File: config.mk
export PLATFORM = sky130hd
export DESIGN_NAME = button_conditioner
export DESIGN_NICKNAME = d
export VERILOG_FILES = /design/src/rtl/button_conditioner.sv
export SDC_FILE = /design/constraint.sdc
export NUM_CORES = 1
export LEC_CHECK = 0
export BUFFER_PORTS_ARGS = -buffer_cell sky130_fd_sc_hd__buf_4
export CAP_MARGIN = 40
export CORE_MARGIN = 3
export CORE_UTILIZATION = 31
export DETAILED_ROUTE_END_ITERATION = 16
export GPL_ROUTABILITY_DRIVEN = 0
export MAX_ROUTING_LAYER = met4
export SLEW_MARGIN = 20
export SYNTH_ARGS = -nofsm -noshare
export SYNTH_HDL_FRONTEND = slang
export SYNTH_SLANG_ARGS = --single-unit
File: constraint.sdc
create_clock -name clock -period 5.4 [get_ports clock]
set_input_delay 0.54 -clock clock [delete_from_list [all_inputs] [get_ports clock]]
set_output_delay 0.54 -clock clock [all_outputs]
set_load 0.005 [all_outputs]
File: src/rtl/button_conditioner.sv
// Purpose : conditions raw asynchronous push-button pins into clean synchronous
//           level / press / release signals, one independent channel per pin.
// Latency : a raw step sampled first at edge k appears on level and its pulse at edge k+1+N.
// Backpressure: none; outputs are free-running registered signals.
//
// Ports
//   clock         system clock, rising edge
//   reset         asynchronous, active-low reset
//   raw_in        raw pin levels, asynchronous to clock
//   level         debounced pressed state, active-high
//   press         1-clock pulse when level goes 0->1
//   release_pulse 1-clock pulse when level goes 1->0 ("release" is a reserved word)
module button_conditioner #(
   parameter int CHANNELS        = 4,
   parameter int DEBOUNCE_CYCLES = 120000,
   parameter bit ACTIVE_LOW      = 1'b1
) (
   input  logic                clock,
   input  logic                reset,
   input  logic [CHANNELS-1:0] raw_in,
   output logic [CHANNELS-1:0] level,
   output logic [CHANNELS-1:0] press,
   output logic [CHANNELS-1:0] release_pulse
);

   localparam int            CW       = $clog2(DEBOUNCE_CYCLES);
   localparam logic [CW-1:0] CNT_LAST = CW'(DEBOUNCE_CYCLES - 1);
   // Pin level of a released button; the synchronizer resets to it so that a
   // button held through reset is seen as a fresh press afterwards.
   localparam logic [CHANNELS-1:0] IDLE = {CHANNELS{ACTIVE_LOW}};

   logic [CHANNELS-1:0] s1;
   logic [CHANNELS-1:0] s2;
   logic [CHANNELS-1:0] p;

   always_ff @(posedge clock or negedge reset) begin
      if (!reset) begin
         s1 <= IDLE;
         s2 <= IDLE;
      end else begin
         s1 <= raw_in;
         s2 <= s1;
      end
   end

   // Polarity-corrected synced input: 1 = pressed.
   assign p = s2 ^ IDLE;

   for (genvar i = 0; i < CHANNELS; i++) begin : g_ch
      logic [CW-1:0] cnt;
      logic          lvl_q;
      logic          prs_q;
      logic          rel_q;

      always_ff @(posedge clock or negedge reset) begin
         if (!reset) begin
            cnt   <= '0;
            lvl_q <= 1'b0;
            prs_q <= 1'b0;
            rel_q <= 1'b0;
         end else begin
            prs_q <= 1'b0;
            rel_q <= 1'b0;
            if (p[i] == lvl_q) begin
               // Any return to the accepted level restarts the stability count.
               cnt <= '0;
            end else if (cnt == CNT_LAST) begin
               lvl_q <= p[i];
               cnt   <= '0;
               prs_q <= p[i];
               rel_q <= ~p[i];
            end else begin
               cnt <= cnt + CW'(1);
            end
         end
      end

      assign level[i]         = lvl_q;
      assign press[i]         = prs_q;
      assign release_pulse[i] = rel_q;
   end

endmodule

==> After elaboration in Yosys (flattened, before gate mapping) <==
Index checks and enable logic that the tools add are counted.
{ "word_totals": {"in_bits": 6, "wordCells": 67, "output_inout_bits": 12, "latchBits": 0, "ff_bits": 88, "mem_bits_ro": 0, "ram_bits": 0, "n_memories": 0} }
{ "op_classes": {"bitwise": 9, "eq_ne": 8, "addsub": 4, "mul": 0, "n_mux": 24, "order_cmp": 0, "n_shift": 0, "reduce_logical": 4, "n_div": 0} }
{ "op_table": {"columns": ["op", "n"], "rows": [
  ["$mux W17", 8],
  ["$add A17 B1 Y17 const B", 4],
  ["$eq A17 B17 Y1 const B", 4],
  ["$mux W1", 16],
  ["$not A1 Y1", 8],
  ["$reduce_and A2 Y1", 4],
  ["$eq A1 B1 Y1", 4],
  ["$not A4 Y4", 1]
]} }

==> Logic depth before layout (Yosys ltp) <==
{ "depth": {"ltp_word": 4, "mapped_depth": 7, "depth_no_buf": 5} }

==> Worst setup path after synthesis <==
OpenSTA, ideal clock, no wires.
{ "synth_timing": {"path_kind": "register to register", "from": "register g_ch[0].cnt[6]", "to": "register g_ch[0].cnt[10]", "required_ns": 5.281, "path_slack_ns": 3.582, "path_stages_with_launch": 6, "synth_period_minus_slack_ns": 1.818, "arrival_time_ns": 1.700, "n_path_buf": 1, "setup_time_ns": 0.119, "cell_sequence": "dfrtp_1 -> or3b_1 -> or4_4 -> o21ai_4 -> buf_6 -> nor2_1"} }
{ "synth_between": {"elab_chain_len": 3, "elab_cells_between_ends": 4, "classes_between": "add/sub (1); eq/ne (1); mux (2)"} }
{ "synth_rtl": {"columns": ["element", "line", "source"], "rows": [
  ["start, declared", "50", "logic [CW-1:0] cnt;"],
  ["start signal, assigned", "73", "cnt <= cnt + CW'(1);"],
  ["$add A17 B1 Y17 / $eq A17 B17 Y1 (equally long branches)", "73, 67", null],
  ["$mux W17 *", "67", "end else if (cnt == CNT_LAST) begin"],
  ["$mux W17 *", "64", "if (p[i] == lvl_q) begin"]
]} }
Every way passes the cells marked *; elsewhere a longest branch is shown, timed or not.
A chain may end at the register's enable or synchronous reset.

==> Final worst setup path <==
{ "layout_timing": {"from": "register g_ch[3].cnt[0]", "to": "register g_ch[3].cnt[2]"} }
{ "layout_between": {"elab_chain_len": 3, "elab_cells_between_ends": 4, "classes_between": "add/sub (1); eq/ne (1); mux (2)"} }
{ "layout_rtl": {"columns": ["element", "line"], "rows": [
  ["start, declared", "50"],
  ["start signal, assigned", "73"],
  ["$add A17 B1 Y17 / $eq A17 B17 Y1 (equally long branches)", "73, 67"],
  ["$mux W17 *", "67"],
  ["$mux W17 *", "64"]
]} }
Marked as above.

==> flow_metrics.py <==
metrics = {
    "placement": {
        "dpl_worst_slack_ps": 3280,
        "dpl_cell_area_um2": 4350,
        "portBuffers": 17,
        "place_hpwl_mm": 5.25,
    },
    "sta": {
        "finalMaxSlewViolations": 0,
        "finalCriticalPeriod_ps": 2120,
        "finalSetupTns_ps": 0,
        "worst_slack_ps": 3280,
        "max_slew_margin_pct": 51.0,
        "rsz0062_at_grt": "no",
        "finalHoldViolations": 0,
        "period_share_pct": 39.3,
        "clock.fmax_mhz": 471,
        "setup_viol": 0,
        "skew_ps": 6.09,
        "max_slew.worst_pin.slew_ps": 729,
    },
    "synth": {
        "yosys.area.top_type": "dfrtp_1",
        "synth_top_area_share_pct": 48.6,
        "syn_area_per_cell_um2": 10.2,
        "syn-cell-area_um2": 4120,
        "synth-seq-cells": 88,
        "yosys.cell_types.count": 36,
        "ys.warnings.count": 0,
        "synth_edf_count": 0,
        "synthTopCellsByCount": "dfrtp_1 (80), nor2_1 (72), xnor2_1 (44)",
        "syn_inst": 403,
        "yosysMostFrequentCell": "dfrtp_1",
        "synth_area_leaders": "dfrtp_1 (49%), xnor2_1 (9.4%), nor2_1 (6.6%)",
        "yosys_most_used_dff": "dfrtp_1",
        "async_flop_share_pct": 100,
        "ys_seq_area_share_pct": 53.7,
        "syn-num-nets": 413,
    },
    "pwr": {
        "pwr-share-seq_pct": 47.9,
        "internal_power_w": 0.00114,
        "combPwrFrac_pct": 2.9,
        "power.clock.fraction_pct": 49.3,
        "p_sw_share_pct": 20.5,
        "peakVddDrop_v": 0.000162,
        "p_switching_w": 0.000293,
        "p_leak_nw": 1.83,
        "powerDensity_nw_per_um2": 305,
    },
    "critical_path": {
        "worst_path_max_delay_cell": "o21ai_1",
        "slowest_delay_ps": 600,
        "crit_chain": "ha_1, and4_1, nand2_1, o21ai_1, buf_4, nor2_1",
        "crit_fanout": 10,
        "arrival_ps": 2350,
        "start_kind": "register",
        "setup.worst_path.end_class": "register",
        "path_delay_family": "compound AO/OA/AOI/OAI gates",
        "worstPathRequired_ps": 5630,
        "path_buf_inv": 1,
        "path_class": "register to register",
    },
    "route": {
        "routed_via_density": 4.82,
        "final_antenna_net_count": 0,
        "routed_wl_mm": 7.68,
        "drtPass1Iterations": 4,
        "drt_iter0_drc": 112,
        "num_vias": 2844,
        "drc_errors": 0,
        "wl_per_cell_um": 13.0,
    },
    "worst_hold_path": {
        "worst_hold_path_type": "primary input to async pin",
    },
    "clock_tree": {
        "cts_tree": "yes",
        "cts-resized-gates": 0,
        "post_cts.repair.setup_buffers": 0,
        "cts_buffers": 9,
        "cts-root-buf": "clkbuf_16",
        "cts.sinks": 88,
        "ctsHtreeMaxLevel": 3,
        "cts_buffer_depth": 2,
        "path_clk_slew_ps": 60,
        "holdBufCountCts": 0,
        "clock_latency_ps": 340,
    },
    "floorplanning": {
        "ios": 18,
        "dieWidth_um": 121,
        "initial_core_util_pct": 32.1,
        "core_area_um2": 12800,
        "dieArea_um2": 14700,
        "die_y_um": 121,
        "num_rows": 41,
    },
    "global_routing": {
        "grt_usage_pct": 11.6,
        "antenna_found_initial": 0,
        "grt.overflow.total": 0,
        "grt_pass1_vias": 2868,
        "grt_max_degree": 49,
        "grt_pass1_wl_mm": 13.4,
    },
    "final_layout": {
        "final_area_um2": 4690,
        "area_growth_pct": 13.8,
        "final_layout_size_suffix_gt1_share_pct": 11.7,
        "nNetsFinal": 423,
        "diodes": 0,
    },
    "run": {
        "drv_cap": 0,
    },
    "outcome": {
        "outcome": "finished, final reports clean",
    },
}
[path summary, 6_finish.rpt]
| kind | slack [ps] | to | start | cells past startpoint |
|---|---|---|---|---|
| min | 180 | g_ch[1].cnt[9] | reset | 1 |
| max reg2reg | 3280 | g_ch[3].cnt[2] | g_ch[3].cnt[0] | 6 |
| max in group asynchronous | 4250 | g_ch[3].cnt[15] | reset | 2 |
| min in group clock | 310 | s1[1] | raw_in[1] | 1 |
| min reg2reg | 360 | s2[2] | s1[2] | 0 |
| max | 3280 | g_ch[3].cnt[2] | g_ch[3].cnt[0] | 6 |
[area by class of cell]
type | instances | area (µm²)
Fill cell | 1265 | 8130
Sequential cell | 88 | 2210
Multi-Input combinational cell | 290 | 1760
Clock buffer | 11 | 233
Tap cell | 172 | 215
Timing Repair Buffer | 20 | 150
Clock inverter | 5 | 106
Inverter | 4 | 15.0
[cells in the final DEF, fill, tap and decap left out, drive strengths merged, types with 8 or more instances in the layout]
cell and n:
dfrtp 80, nor2 72, xnor2 44, nand2 25, nand4 25, nand3 23
buf 20, nor4 19, xor2 19, nor3 16, o21ai 12, clkbuf 11
and4 8, dfstp 8
[stage by stage]
stage / total power [W] / instances / util, % / hold WS, ps
floorplan: 0.000714 / 403 / - / 244
global placement: 0.000736 / 572 / 33.8 / 348
detailed placement: 0.000739 / 574 / 33.9 / 349
CTS: 0.00146 / 590 / 36.6 / 193
global route: 0.00149 / 590 / 36.6 / 230
finish: 0.00143 / 590 / 36.6 / 176
[metal layers]
metal  part of all wire, %  track usage, %  vias to the layer above  wire, µm
li1                      -               -                     1412         -
met1                    47            14.3                     1377      3630
met2                    47            18.0                       39      3620
met3                   3.4            3.26                       16       262
met4                   2.1            4.83                        0       165
met5                     0               -                        -         0
[registers in the layout (all words and copies together) (netlist names)]
name        count
g_ch.lvl_q      4
s1              4
g_ch.rel_q      4
g_ch.cnt       68
g_ch.prs_q      4
s2              4
[power by group through the flow]
| stage | Clock, W | Sequential (W) | Combinational [W] |
|---|---|---|---|
| 2_1_floorplan | 0 | 0.000692 | 0.0000219 |
| 3_3_place_gp | 0 | 0.000696 | 0.0000400 |
| 3_5_place_dp | 0 | 0.000697 | 0.0000421 |
| 4_1_cts | 0.000728 | 0.000685 | 0.0000429 |
| 5_1_grt | 0.000753 | 0.000687 | 0.0000484 |
| 6_report | 0.000705 | 0.000685 | 0.0000409 |
[logic make-up after synthesis]
| kind of cell | synth area share (%) |
|---|---|
| AO/OA/AOI/OAI | 2.13 |
| XOR/XNOR | 13.4 |
| adder cells (fa/ha/maj) | 1.21 |
| buffers and inverters | 3.64 |
| flip-flops | 53.7 |
| AND/OR/NAND/NOR | 26.0 |
Note: power is estimated with default switching activity, not from simulation.
